===== config.mk =====
export PLATFORM = sky130hd
export DESIGN_NAME = gpio_int_ctrl
export DESIGN_NICKNAME = d
export VERILOG_FILES = /design/src/rtl/gpio_int_ctrl_pkg.sv /design/src/rtl/gpio_debounce_cell.sv /design/src/rtl/gpio_int_ctrl.sv
export SDC_FILE = /design/constraint.sdc
export NUM_CORES = 1
export LEC_CHECK = 0
export CORE_ASPECT_RATIO = 0.75
export CORE_UTILIZATION = 35
export DETAILED_ROUTE_END_ITERATION = 8
export DONT_BUFFER_PORTS = 1
export PLACE_DENSITY = 0.6
export SETUP_SLACK_MARGIN = 0.02
export SYNTH_ARGS = -nofsm -noshare
export SYNTH_HDL_FRONTEND = slang
export SYNTH_HIERARCHICAL = 1
export SYNTH_SLANG_ARGS = --single-unit

===== constraint.sdc =====
create_clock -name pclk -period 3.34 [get_ports pclk]
set_input_delay 0.167 -clock pclk [delete_from_list [all_inputs] [get_ports pclk]]
set_output_delay 0.167 -clock pclk [all_outputs]
set_load 0.01 [all_outputs]

===== src/rtl/gpio_int_ctrl_pkg.sv =====
// gpio_int_ctrl_pkg
//   Shared GPIO constants for the pin-side interrupt engine: default pin
//   count, debounce defaults, counter width and the type/polarity encodings.
//   The optional both-edge feature is switched by the GPIO_INT_BOTHEDGE_EN
//   macro, which is tested in rtl/gpio_int_ctrl.sv.
package gpio_int_ctrl_pkg;

  localparam int GPIO_PWIDTH   = 8;
  localparam int GPIO_DB_DIV   = 16;
  localparam int GPIO_DB_CNT   = 3;
  // Wide enough for the largest legal DB_CNT (7)
  localparam int GPIO_DB_CNT_W = 3;

  // gpio_int_type encoding (1 = edge, 0 = level)
  localparam logic GPIO_TYPE_EDGE = 1'b1;
  // gpio_int_pol encoding (1 = active-high / rising, 0 = active-low / falling)
  localparam logic GPIO_POL_HIGH  = 1'b1;

  // Single-pin edge event for the selected polarity
  function automatic logic gpio_edge_evt(input logic filt, input logic prev,
                                         input logic pol);
    if (pol == GPIO_POL_HIGH) return filt & ~prev;
    else                      return ~filt & prev;
  endfunction

  // Single-pin level activity for the selected polarity
  function automatic logic gpio_level_act(input logic filt, input logic pol);
    return (pol == GPIO_POL_HIGH) ? filt : ~filt;
  endfunction

endpackage


===== src/rtl/gpio_debounce_cell.sv =====
// gpio_debounce_cell
//   Single-pin debounce filter fed by the synchroniser output. When enabled,
//   the filtered value only changes after DB_CNT consecutive prescaler ticks
//   that see the synchronised pin differing from the filtered value. When
//   disabled, the filtered value follows the input every cycle.
// Ports:
//   pclk, presetn  clock / asynchronous active-low reset
//   sync_in        synchronised pin value
//   tick           one-cycle debounce sample strobe from the prescaler
//   db_en          1 = filter active for this pin
//   filt           filtered pin value
module gpio_debounce_cell
  import gpio_int_ctrl_pkg::*;
#(
  parameter int DB_CNT = GPIO_DB_CNT
) (
  input  logic pclk,
  input  logic presetn,
  input  logic sync_in,
  input  logic tick,
  input  logic db_en,
  output logic filt
);

  localparam logic [GPIO_DB_CNT_W-1:0] CNT_MAX = GPIO_DB_CNT_W'(DB_CNT);

  logic [GPIO_DB_CNT_W-1:0] cnt;
  logic [GPIO_DB_CNT_W-1:0] cnt_inc;

  // Increment that never passes DB_CNT
  function automatic logic [GPIO_DB_CNT_W-1:0] sat_inc(
    input logic [GPIO_DB_CNT_W-1:0] v);
    return (v >= CNT_MAX) ? CNT_MAX : v + 1'b1;
  endfunction

  assign cnt_inc = sat_inc(cnt);

  // Filter stage: disabling the filter forces the counter back to 0, so
  // re-enabling it always starts a fresh qualification window.
  always_ff @(posedge pclk or negedge presetn) begin
    if (!presetn) begin
      filt <= 1'b0;
      cnt  <= '0;
    end else if (!db_en) begin
      filt <= sync_in;
      cnt  <= '0;
    end else if (tick) begin
      if (sync_in != filt) begin
        if (cnt_inc == CNT_MAX) begin
          filt <= sync_in;
          cnt  <= '0;
        end else begin
          cnt  <= cnt_inc;
        end
      end else begin
        cnt <= '0;
      end
    end
  end

endmodule


===== src/rtl/gpio_int_ctrl.sv =====
// gpio_int_ctrl
//   Pin-side interrupt and input-conditioning engine for the GPIO block.
//   Synchronises pads (2 flops), optionally debounces them, detects edges /
//   levels per the per-pin configuration and produces raw and masked status
//   plus registered interrupt outputs.
//   Optional feature macro: GPIO_INT_BOTHEDGE_EN adds gpio_int_bothedge; an
//   edge pin with that bit set triggers on both edges regardless of polarity.
// Ports:
//   pclk, presetn          clock / asynchronous active-low reset
//   gpio_ext_porta         raw asynchronous pad inputs
//   gpio_int_en/mask/type/pol/debounce  per-pin configuration
//   gpio_int_clr           write-1-to-clear pulses for edge status
//   gpio_int_level_sync    1 = level status delayed by one extra pclk
//   gpio_int_bothedge      (optional) per-pin both-edge select
//   gpio_ext_data          synchronised pad values
//   gpio_raw_int_status    unmasked status
//   gpio_int_status        raw & ~mask
//   gpio_intr              registered per-pin interrupt
//   gpio_intr_flag         registered OR of gpio_int_status
module gpio_int_ctrl
  import gpio_int_ctrl_pkg::*;
#(
  parameter int PWIDTH = GPIO_PWIDTH,
  parameter int DB_DIV = GPIO_DB_DIV,
  parameter int DB_CNT = GPIO_DB_CNT
) (
  input  logic              pclk,
  input  logic              presetn,
  input  logic [PWIDTH-1:0] gpio_ext_porta,
  input  logic [PWIDTH-1:0] gpio_int_en,
  input  logic [PWIDTH-1:0] gpio_int_mask,
  input  logic [PWIDTH-1:0] gpio_int_type,
  input  logic [PWIDTH-1:0] gpio_int_pol,
  input  logic [PWIDTH-1:0] gpio_debounce,
  input  logic [PWIDTH-1:0] gpio_int_clr,
  input  logic              gpio_int_level_sync,
`ifdef GPIO_INT_BOTHEDGE_EN
  input  logic [PWIDTH-1:0] gpio_int_bothedge,
`endif
  output logic [PWIDTH-1:0] gpio_ext_data,
  output logic [PWIDTH-1:0] gpio_raw_int_status,
  output logic [PWIDTH-1:0] gpio_int_status,
  output logic [PWIDTH-1:0] gpio_intr,
  output logic              gpio_intr_flag
);

  localparam int PS_W = $clog2(DB_DIV);

  logic [PS_W-1:0]   ps_cnt;
  logic              db_tick;
  logic [PWIDTH-1:0] sync_p0, sync_p1;
  logic [PWIDTH-1:0] filt_p2, prev_p3;
  logic [PWIDTH-1:0] edge_pin, edge_evt, lvl_now, lvl_q;
  logic [PWIDTH-1:0] sticky, sticky_nxt;

  // Prescaler: free-running debounce sample strobe
  assign db_tick = (ps_cnt == PS_W'(DB_DIV - 1));

  always_ff @(posedge pclk or negedge presetn) begin
    if (!presetn) ps_cnt <= '0;
    else          ps_cnt <= db_tick ? '0 : ps_cnt + 1'b1;
  end

  // Stage p0/p1: two-flop synchroniser
  always_ff @(posedge pclk or negedge presetn) begin
    if (!presetn) begin
      sync_p0 <= '0;
      sync_p1 <= '0;
    end else begin
      sync_p0 <= gpio_ext_porta;
      sync_p1 <= sync_p0;
    end
  end

  assign gpio_ext_data = sync_p1;

  // Stage p2: per-pin debounce filter
  for (genvar i = 0; i < PWIDTH; i++) begin : g_pin
    gpio_debounce_cell #(
      .DB_CNT (DB_CNT)
    ) u_db (
      .pclk    (pclk),
      .presetn (presetn),
      .sync_in (sync_p1[i]),
      .tick    (db_tick),
      .db_en   (gpio_debounce[i]),
      .filt    (filt_p2[i])
    );

    assign edge_pin[i] = (gpio_int_type[i] == GPIO_TYPE_EDGE);
`ifdef GPIO_INT_BOTHEDGE_EN
    assign edge_evt[i] = gpio_int_bothedge[i] ? (filt_p2[i] ^ prev_p3[i])
                       : gpio_edge_evt(filt_p2[i], prev_p3[i], gpio_int_pol[i]);
`else
    assign edge_evt[i] = gpio_edge_evt(filt_p2[i], prev_p3[i], gpio_int_pol[i]);
`endif
    assign lvl_now[i]  = gpio_int_en[i] & ~edge_pin[i]
                       & gpio_level_act(filt_p2[i], gpio_int_pol[i]);
  end

  // Set has priority over clear; disabled or level pins hold no sticky state.
  assign sticky_nxt = edge_pin & gpio_int_en & (edge_evt | (sticky & ~gpio_int_clr));

  // Stage p3: previous filtered value, sticky edge bits, delayed level
  always_ff @(posedge pclk or negedge presetn) begin
    if (!presetn) begin
      prev_p3 <= '0;
      sticky  <= '0;
      lvl_q   <= '0;
    end else begin
      prev_p3 <= filt_p2;
      sticky  <= sticky_nxt;
      lvl_q   <= lvl_now;
    end
  end

  // ~edge_pin guards against a stale lvl_q right after a type change
  assign gpio_raw_int_status = sticky
                             | (~edge_pin & (gpio_int_level_sync ? lvl_q : lvl_now));
  assign gpio_int_status     = gpio_raw_int_status & ~gpio_int_mask;

  // Stage p4: registered interrupt outputs
  always_ff @(posedge pclk or negedge presetn) begin
    if (!presetn) begin
      gpio_intr      <= '0;
      gpio_intr_flag <= 1'b0;
    end else begin
      gpio_intr      <= gpio_int_status;
      gpio_intr_flag <= |gpio_int_status;
    end
  end

endmodule


==> results of run 1 <==
area by class of cell:
type	count	share of cell area, %
repair buffers	43	8.85
flip-flops and latches	85	42.5
clock inverters	4	0.500
multi-input cells	249	36.4
inverters	41	3.08
well taps	157	3.93
clock buffers	12	4.73
logic make-up (layout without fill, tap and decap cells):
logic type / after synthesis / count (layout)
mux: 8 / 8
simple gates: 136 / 136
flops: 85 / 85
xor+xnor: 17 / 17
buf+inv: 42 / 100
compound gates: 71 / 71
fa+ha+maj: 17 / 17
metrics by stage:
stage          total power, mW  utilization [%]
6_report                  2.25             44.7
5_1_grt                   2.36             44.7
4_1_cts                   2.29             44.7
3_5_place_dp              1.32             38.6
3_3_place_gp              1.32             38.6
2_1_floorplan             1.28                -
report_power, final:
part | switching (mW) | total, mW | internal (mW)
Sequential | 0.0555 | 1.14 | 1.08
Combinational | 0.114 | 0.228 | 0.114
Clock | 0.385 | 0.887 | 0.501
cells in the mapped netlist, drive strengths merged:
| library cell | number | area share (%) |
|---|---|---|
| o21ai | 26 | 3.2 |
| o221ai | 12 | 3.4 |
| o211ai | 8 | 1.5 |
| nand2b | 8 | 1.2 |
| buf | 1 | 0.18 |
| inv | 41 | 3.7 |
| nor2 | 9 | 0.82 |
| mux2 | 8 | 2.9 |
| nor3b | 4 | 0.73 |
| nand4b | 8 | 1.7 |
| o31ai | 8 | 1.5 |
| o311ai | 4 | 1.2 |
| xor2 | 17 | 3.6 |
| or3b | 4 | 0.85 |
| nand4 | 9 | 1.4 |
| nand3 | 9 | 1.1 |
| and2 | 8 | 1.2 |
| dfrtp | 85 | 52 |
| nand3b | 16 | 2.9 |
| and3 | 9 | 1.4 |
| nand2 | 44 | 4.0 |
| a21oi | 1 | 0.12 |
| ha | 17 | 5.2 |
| nor2b | 8 | 1.2 |
| a211oi | 8 | 2.4 |
| a22oi | 4 | 0.73 |
registers in the layout, summed over array words and instances (netlist names):
signal	flops
g_pin.u_db/cnt	24
g_pin.u_db/filt	8
gpio_ext_data	8
gpio_intr	8
gpio_intr_flag	1
lvl_q	8
prev_p3	8
ps_cnt	4
sticky	8
sync_p0	8
metal layers:
metal	up-vias	global-route usage (%)
li1	1448	-
met1	1434	20.4
met2	76	24.4
met3	14	5.78
met4	0	5.95
met5	-	0
what timing repair did:
item / 4_1_cts / 5_1_grt
hold endpoints to repair: 124 / 0
hold buffers: 41 / 0
gates resized for setup: 0 / 0
placed cells by master, fill, tap and decap left out, drive strengths merged:
master / Yosys / final
o221ai: 12 / 12
nand2b: 8 / 8
o211ai: 8 / 8
clkinv: 0 / 2
a211oi: 8 / 8
inv: 41 / 41
clkinvlp: 0 / 2
nand4b: 8 / 8
o21ai: 26 / 26
nor2b: 8 / 8
o31ai: 8 / 8
mux2: 8 / 8
and3: 9 / 9
clkbuf: 0 / 12
nand2: 44 / 44
or3b: 4 / 4
nor3b: 4 / 4
nor2: 9 / 9
nand3b: 16 / 16
dlygate4sd3: 0 / 40
xor2: 17 / 17
buf: 1 / 3
and2: 8 / 8
a22oi: 4 / 4
nand4: 9 / 9
ha: 17 / 17
o311ai: 4 / 4
nand3: 9 / 9
dfrtp: 85 / 85
a21oi: 1 / 1
worst paths after layout:
check / start / end / slack [ns] / cells after the start
worst max-delay path: g_pin[4].u_db/filt / gpio_int_status[4] / 1.17 / 3
worst min-delay path: gpio_debounce[4] / g_pin[4].u_db/cnt[2] / 0.01 / 2
worst max register to register: ps_cnt[0] / g_pin[3].u_db/filt / 1.54 / 6
worst min register to register: sync_p0[6] / gpio_ext_data[6] / 0.35 / 0
min in group asynchronous: presetn / lvl_q[2] / 0.41 / 2
max in group asynchronous: presetn / gpio_intr[7] / 2.59 / 2
==> flow_summary.json, run 1 <==
{
  "path_class": "flop to output port",
  "place_congestion": 0.848,
  "start_kind": "flop",
  "core_um2": 11200,
  "dp_hpwl_mm": 6.14,
  "numCtsBuffers": 9,
  "maxSlewHeadroom_pct": 41.7,
  "cts-root-buf": "clkbuf_16",
  "synth-warning-count": 6,
  "clkTransAtPathRegs_ns": 0.06,
  "wl_met3_um": 552,
  "die_h_um": 95.9,
  "seqCellArea_um2": 2130,
  "synth-compound-area-share_pct": 14.0,
  "fmax_mhz": 462,
  "design.die.area_um2": 12200,
  "initial_core_util_pct": 36.7,
  "p_per_area_nw_per_um2": 451,
  "placement.cell_area_um2": 4310,
  "place_ws_ns": 1.53,
  "synth_seq_cells": 85,
  "max_stage_delay_ns": 0.73,
  "grt_use_total_pct": 15.8,
  "status": "finished clean",
  "grt_pass1_vias": 2930,
  "synth_area_um2": 4110,
  "synth-xor-area-share_pct": 3.62,
  "final_cells": 591,
  "clockBufferDepth": 2,
  "post-place-cells": 534,
  "maxUsedRoutingLayer": "met4",
  "setup_viol": 0,
  "htree_levels": 3,
  "worst-path-buf-inv": 0,
  "holdWs_ns": 0.0130,
  "ant_nets": 0,
  "grt_overflow_total": 0,
  "drc_errors": 0,
  "grt_max_degree": 86,
  "synth-seq-area-share_pct": 51.8,
  "grt_pass1_wl_mm": 14.4,
  "design_area_um2": 5000,
  "slew_violations": 0,
  "rows": 33,
  "ios": 92,
  "critPathTopFamily": "compound AO/OA/AOI/OAI gates",
  "hold_path_class": "primary input to flop",
  "skew_ns": 0.00732,
  "cts_num_sinks": 85,
  "drt-pass1-iter-count": 4,
  "clock_latency_ns": 0.34,
  "worstSetupEndpointType": "output port",
  "antenna_found_initial": 0,
  "synth_mux_area_share_pct": 2.92,
  "die_w_um": 127,
  "multi_input_area_um2": 1820,
  "cp_max_fo": 6,
  "totalWireLength_mm": 8.98,
  "period_share_pct": 64.8,
  "drt-wirelength-per-cell_um": 15.2,
  "worst_slew_pin_slew_ns": 0.860,
  "drt_iter0_markers": 133,
  "post-cts-setup-buffers": 0,
  "area_delta_synth_final_pct": 21.7,
  "via_per_inst": 5.03,
  "vdd_ir_drop_max_v": 0.000290,
  "syn_nets": 452,
  "cp.arrival_ns": 2.00,
  "fin_setup_tns_ns": 0,
  "cts_tree": "built",
  "drv_cap": 0,
  "hold_viol": 0,
  "syn_avg_cell_area_um2": 10.9,
  "wl_met1_mm": 4.37,
  "nFillCells": 1042,
  "fin_crit_ns": 2.17,
  "synth_top_family_by_area": "simple AND/OR/NAND/NOR gates",
  "nNetsFinal": 505,
  "slowest_stage": "o311ai_1",
  "path_cells": "xor2_1 > o311ai_1 > and2_1",
  "diodes": 0,
  "finalWorstSetupSlack_ns": 1.17,
  "synthSimpleGateAreaFrac_pct": 18.6,
  "io_buffers": 0,
  "synthAdderAreaFrac_pct": 5.18,
  "p_leak_nw": 2.23,
  "rsz0062_at_grt": "false",
  "dr_total_vias": 2972,
  "wl_met2_mm": 3.89,
  "cp.required_ns": 3.17,
  "synth_cells": 376,
  "ys_types": 31,
  "drive_above_1_share_pct": 8.99
}
Power figures use the tool's default switching activity.
==> run 2: changes to the inputs <==
--- a/config.mk
+++ b/config.mk
@@ -5,6 +5,7 @@
 export SDC_FILE = /design/constraint.sdc
 export NUM_CORES = 1
 export LEC_CHECK = 0
+export ABC_AREA = 1
 export CORE_ASPECT_RATIO = 0.75
 export CORE_UTILIZATION = 35
 export DETAILED_ROUTE_END_ITERATION = 8
==> constraint.sdc (replaced) <==
create_clock -name pclk -period 2.3 [get_ports pclk]
set_input_delay 0.115 -clock pclk [delete_from_list [all_inputs] [get_ports pclk]]
set_output_delay 0.115 -clock pclk [all_outputs]
set_load 0.01 [all_outputs]
==> run 2 against run 1 <==
Compared with the run above: register-to-register slack lost 0.99 ns; flip-flop and latch count unchanged; global-route usage down 0.078 points; largest cell class unchanged; die area grew 7.2%; wire length grew 6.4%; non-clock buffer count rose by 10; area after synthesis increased by 7.4%; total power rose by 74%.
==> flow_summary.json, run 2 <==
{
  "area_delta_synth_final_pct": 24.8,
  "hold_path_class": "primary input to flop",
  "worst-path-buf-inv": 2,
  "cp.required_ns": 2.56,
  "via_per_inst": 4.50,
  "cts_num_sinks": 85,
  "worst_slew_pin_slew_ns": 0.563,
  "hold_viol": 0,
  "wl_met3_um": 462,
  "rows": 35,
  "endpoint": "g_pin[3].u_db/cnt[1]",
  "drc_errors": 0,
  "slew_violations": 0,
  "cp-startpoint": "ps_cnt[0]",
  "place_ws_ns": 0.555,
  "worstSetupEndpointType": "flop",
  "synth_top_area_share_pct": 48.2,
  "grt_overflow_total": 0,
  "cts-root-buf": "clkbuf_16",
  "ios": 92,
  "antenna_found_initial": 0,
  "ant_nets": 0,
  "grt_max_degree": 86,
  "yosysMostFrequentCell": "nand2_1",
  "die_w_um": 132,
  "drt-pass1-iter-count": 4,
  "wl_met1_mm": 4.33,
  "grt_pass1_vias": 3750,
  "fmax_mhz": 571,
  "path_class": "flop to flop",
  "final_cells": 812,
  "power.net_switching_mw": 0.985,
  "synth-seq-area-share_pct": 48.2,
  "finalWorstSetupSlack_ns": 0.549,
  "drv_cap": 0,
  "maxUsedRoutingLayer": "met4",
  "switching_share_pct": 25.2,
  "final_cell_mix": "181 x nand2_1, 103 x inv_1, 85 x dfrtp_1",
  "synthFlopType": "dfrtp_1",
  "cp.arrival_ns": 2.01,
  "synth-warning-count": 6,
  "dr_total_vias": 3654,
  "grt_use_total_pct": 15.7,
  "largest-register": "g_pin.u_db/cnt",
  "p_per_area_nw_per_um2": 711,
  "numCtsBuffers": 9,
  "design_area_um2": 5510,
  "synthArstFlopShare_pct": 100,
  "period_share_pct": 76.1,
  "power_frac_comb_pct": 13.8,
  "maxSlewHeadroom_pct": 62.4,
  "critPathTopFamily": "simple AND/OR/NAND/NOR gates",
  "yosysTopAreaCell": "dfrtp_1",
  "cp_max_fo": 10,
  "rsz0062_at_grt": "false",
  "fin_util_pct": 44.7,
  "wl_met2_mm": 4.62,
  "synth_edf_count": 0,
  "clkPwrFrac_pct": 42.7,
  "nNetsFinal": 718,
  "post-cts-setup-buffers": 0,
  "setup_viol": 0,
  "design.die.area_um2": 13100,
  "dp_hpwl_mm": 6.67,
  "r2r-end": "g_pin[3].u_db/cnt[1]",
  "cts_tree": "built",
  "final_common_cell": "nand2_1",
  "path_depth": 9,
  "drt_iter0_markers": 129,
  "place_congestion": 0.840,
  "syn_nets": 655,
  "status": "finished clean",
  "vdd_ir_drop_max_v": 0.000343,
  "post-place-cells": 744,
  "synth_cells": 579,
  "io_buffers": 0,
  "p_leak_nw": 3.06,
  "largest_register_ff_count": 24,
  "synth_area_leaders": "dfrtp_1 48%, nand2_1 15%, inv_1 8.8%",
  "initial_core_util_pct": 35.9,
  "placement.cell_area_um2": 4610,
  "share_seq_of_total_power_pct": 43.5,
  "slowest_stage": "inv_1",
  "r2r_cells": 9,
  "fin_crit_ns": 1.75,
  "fin_setup_tns_ns": 0,
  "p_int_mw": 2.93,
  "synth_seq_cells": 85,
  "die_h_um": 99.2,
  "ys_types": 18,
  "totalWireLength_mm": 9.55,
  "max_stage_delay_ns": 0.42,
  "clock_latency_ns": 0.33,
  "core_um2": 12300,
  "clkTransAtPathRegs_ns": 0.06,
  "cts_resized": 0,
  "synth_area_um2": 4410,
  "grt_pass1_wl_mm": 16.4,
  "clockBufferDepth": 2,
  "cts_hold_buf": 53,
  "drive_above_1_share_pct": 14.1,
  "r2r_slack_ns": 0.55,
  "synth_common_cells": "181 x nand2_1, 103 x inv_1, 85 x dfrtp_1, 45 x nand3_1, 33 x nor2_1",
  "syn_avg_cell_area_um2": 7.62,
  "skew_ns": 0.00734,
  "htree_levels": 3,
  "r2r-start": "ps_cnt[0]",
  "start_kind": "flop",
  "diodes": 0,
  "path_cells": "ha_1 > nand3_1 > inv_1 > nor2_2 > nor2_2 > nand2_1 > inv_2 > nand2_1 > o21ai_1",
  "drt-wirelength-per-cell_um": 11.8
}
run 2: cell count changes after synthesis, moves of 9 or more:
cell,delta
nand2_2,+20
o21ai_0,-10
nand4_1,-9
nand3_1,+36
nor2_1,+24
nand3b_1,-16
inv_2,+28
nor2_2,+26
inv_1,+62
nand2_1,+137
xor2_1,-15
run 2: kinds of logic (layout without fill, tap and decap cells):
logic type | after synthesis | in the layout | synth area share, %
and+or+nand+nor | 307 | 307 | 30.2
buffers and inverters | 132 | 199 | 11.4
DFF | 85 | 85 | 48.2
AOI/OAI and AO/OA | 36 | 36 | 4.99
adders and majority gates | 17 | 17 | 4.82
xor gates and xnor gates | 2 | 2 | 0.397
run 2: power groups by stage:
stage          Sequential [mW]  Clock, mW  Combinational (mW)
2_1_floorplan             1.70          0               0.353
3_3_place_gp              1.72          0               0.405
3_5_place_dp              1.73          0               0.424
5_1_grt                   1.72       1.78               0.622
6_report                  1.70       1.67               0.540
4_1_cts                   1.70       1.73               0.545
run 2: routing by layer:
| layer | track usage [%] | up-vias |
|---|---|---|
| met5 | 0 | - |
| met4 | 4.65 | 0 |
| met3 | 4.64 | 16 |
| met2 | 28.2 | 79 |
| met1 | 18.2 | 1695 |
| li1 | - | 1864 |
run 2: worst register-to-register path, stage by stage (launching register included):
cell and delay (ns):
dfrtp_1 0.36, ha_1 0.18, nand3_1 0.07, inv_1 0.42, nor2_2 0.15, nor2_2 0.15, nand2_1 0.09, inv_2 0.07
nand2_1 0.06, o21ai_1 0.12
run 2: cell type report:
type	instances	area [um^2]
fill	1186	6800
sequential	85	2130
multi-input combinational	362	1780
timing repair buffer	53	548
inverter	131	492
clock buffer	11	253
tap	166	208
clock inverter	4	95.1
run 2: through the flow:
stage / total power [mW] / hold slack (ns)
final: 3.92 / 0.0105
after global routing: 4.12 / 0.0190
after CTS: 3.97 / 0.0188
after detailed placement: 2.15 / -0.179
after global placement: 2.13 / -0.178
after floorplan: 2.06 / -0.181
run 2: worst min-delay path by stage:
stage                startpoint                    to  slack [ns]  cells after the start
2_1_floorplan           presetn  g_pin[0].u_db/cnt[0]       -0.18                      0
3_3_place_gp            presetn      gpio_ext_data[0]       -0.18                      0
3_5_place_dp            presetn      gpio_ext_data[0]       -0.18                      0
4_1_cts        gpio_int_mask[4]          gpio_intr[4]        0.02                      3
5_1_grt        gpio_int_mask[4]          gpio_intr[4]        0.02                      3
6_report       gpio_int_mask[4]          gpio_intr[4]        0.01                      3
==> run 3: changes to the inputs <==
--- a/config.mk
+++ b/config.mk
@@ -5,12 +5,12 @@
 export SDC_FILE = /design/constraint.sdc
 export NUM_CORES = 1
 export LEC_CHECK = 0
-export ABC_AREA = 1
+export ABC_AREA = 0
 export CORE_ASPECT_RATIO = 0.75
 export CORE_UTILIZATION = 35
 export DETAILED_ROUTE_END_ITERATION = 8
 export DONT_BUFFER_PORTS = 1
-export PLACE_DENSITY = 0.6
+export PLACE_DENSITY = 0.62
 export SETUP_SLACK_MARGIN = 0.02
 export SYNTH_ARGS = -nofsm -noshare
 export SYNTH_HDL_FRONTEND = slang
==> constraint.sdc (replaced) <==
create_clock -name pclk -period 1.6 [get_ports pclk]
set_input_delay 0.08 -clock pclk [delete_from_list [all_inputs] [get_ports pclk]]
set_output_delay 0.08 -clock pclk [all_outputs]
set_load 0.01 [all_outputs]
==> run 3 against run 2 <==
Compared with the run above: the flow now finishes with violations (hold timing, setup timing); global-route usage grew 2.5 points; cell count shrank 18%; worst setup slack lost 0.59 ns; hold slack lost 0.58 ns; critical path depth shrank 5; flip-flop and latch count is the same; clock-buffer cell count grew 1; largest cell class unchanged; largest power group is now clock.
==> flow_summary.json, run 3 (same netlist as run 1, synthesis figures left out) <==
{
  "clock_latency_ns": 0.34,
  "core_um2": 11200,
  "largest_register_ff_count": 24,
  "final_common_cell": "dfrtp_1",
  "drt-pass1-iter-count": 4,
  "clkTransAtPathRegs_ns": 0.06,
  "grt_max_degree": 86,
  "totalWireLength_mm": 10.5,
  "dp_hpwl_mm": 6.91,
  "io_buffers": 0,
  "r2r-start": "ps_cnt[0]",
  "place_congestion": 0.824,
  "cts_num_sinks": 85,
  "status": "complete, but fails checks",
  "hold_path_class": "primary input to async pin",
  "grt_pass1_vias": 3397,
  "via_per_inst": 4.92,
  "r2r-end": "g_pin[4].u_db/filt",
  "nNetsFinal": 577,
  "skew_ns": 0.00586,
  "diodes": 0,
  "cp_max_fo": 2,
  "largest-register": "g_pin.u_db/cnt",
  "dr_total_vias": 3259,
  "drive_above_1_share_pct": 28.5,
  "design_area_um2": 5870,
  "grt_pass1_wl_mm": 16.8,
  "nFillCells": 968,
  "ant_nets": 0,
  "grt_use_total_pct": 18.2,
  "worst_slew_pin_slew_ns": 0.312,
  "setup_viol": 2,
  "drt-wirelength-per-cell_um": 15.8,
  "vdd_ir_drop_max_v": 0.000758,
  "area_delta_synth_final_pct": 42.9,
  "violations": "hold timing, setup timing",
  "hold_viol": 85,
  "p_leak_nw": 2.66,
  "clockBufferDepth": 2,
  "r2r_cells": 6,
  "design.die.area_um2": 12200,
  "drc_errors": 0,
  "worstSetupEndpointType": "output port",
  "final_cell_mix": "85 x dfrtp_1, 61 x buf_4, 49 x dlygate4sd3_1",
  "p_per_area_nw_per_um2": 919,
  "fin_crit_ns": 1.64,
  "die_h_um": 95.9,
  "r2r_slack_ns": 0,
  "initial_core_util_pct": 36.7,
  "drv_cap": 0,
  "period_share_pct": 102,
  "start_kind": "flop",
  "drt_iter0_markers": 167,
  "numCtsBuffers": 9,
  "rows": 33,
  "cts-root-buf": "clkbuf_16",
  "slew_violations": 0,
  "maxSlewHeadroom_pct": 79.2,
  "finalWorstSetupSlack_ns": -0.0387,
  "path_class": "flop to output port",
  "rsz0062_at_grt": "true",
  "cts_hold_buf": 49,
  "die_w_um": 127,
  "antenna_found_initial": 0,
  "htree_levels": 3,
  "grt_overflow_total": 0,
  "holdWs_ns": -0.565,
  "placement.cell_area_um2": 4690,
  "cts_tree": "built",
  "ios": 92,
  "power_mw": 5.40,
  "fmax_mhz": 610,
  "cp.arrival_ns": 1.56,
  "cp.required_ns": 1.52
}
==> run 3: timing repair <==
item,CTS,global route
setup buffers,8,9
resized for setup,18,31
hold endpoints to repair,141,85
setup endpoints to repair,16,30
gates cloned,1,0
pin swaps,18,22
==> run 3: worst max-delay path by stage <==
stage                                     from                 end  cells after the start
after floorplan                      ps_cnt[0]  g_pin[0].u_db/filt                      5
after global placement    g_pin[1].u_db/cnt[0]  g_pin[1].u_db/filt                      5
after detailed placement  g_pin[5].u_db/cnt[1]  g_pin[5].u_db/filt                      5
after CTS                   g_pin[6].u_db/filt  gpio_int_status[6]                      4
after global routing        g_pin[3].u_db/filt  gpio_int_status[3]                      4
final                       g_pin[4].u_db/filt  gpio_int_status[4]                      4
==> run 3: area by class of cell <==
type	count	area [um^2]	area share [%]
sequential	85	2130	36.2
multi-input combinational	249	2010	34.2
tap	157	196	3.35
inverter	41	154	2.62
clock buffer	12	246	4.20
clock inverter	4	95.1	1.62
timing repair buffer	115	1040	17.8
==> run 3: metal layers <==
layer | up-vias | part of all wire [%] | track usage [%]
met5 | - | 0 | 0
met3 | 12 | 6.0 | 5.61
li1 | 1585 | - | -
met4 | 0 | 1.2 | 6.05
met1 | 1577 | 44 | 22.1
met2 | 85 | 49 | 31.1
==> run 3: critical path, cell delays in order, from the launching register on <==
cell and delay, ns:
dfrtp_1 0.39, xor2_1 0.17, o311ai_2 0.30, buf_4 0.19, and2_4 0.17
==> run 3: report_power, final <==
| group | switching (mW) | internal (mW) | leakage [nW] |
|---|---|---|---|
| Clock | 0.839 | 1.57 | 0.167 |
| Sequential | 0.0807 | 2.26 | 1.09 |
| Combinational | 0.283 | 0.365 | 1.40 |
| Total | 1.20 | 4.19 | 2.66 |
==> run 3: per-stage QoR <==
| step | setup slack [ns] | util, % | hold slack (ns) | setup TNS, ns | cells |
|---|---|---|---|---|---|
| finish | -0.0387 | 52.5 | -0.565 | -0.0599 | 663 |
| global route | -0.103 | 52.5 | -0.586 | -0.835 | 663 |
| CTS | -0.0773 | 50.7 | -0.577 | -0.206 | 654 |
| detailed placement | -0.0605 | 41.9 | -0.212 | -0.209 | 580 |
| global placement | -0.0126 | 41.9 | -0.212 | -0.0261 | 580 |
| floorplan | -0.0358 | - | -0.216 | -0.287 | 376 |
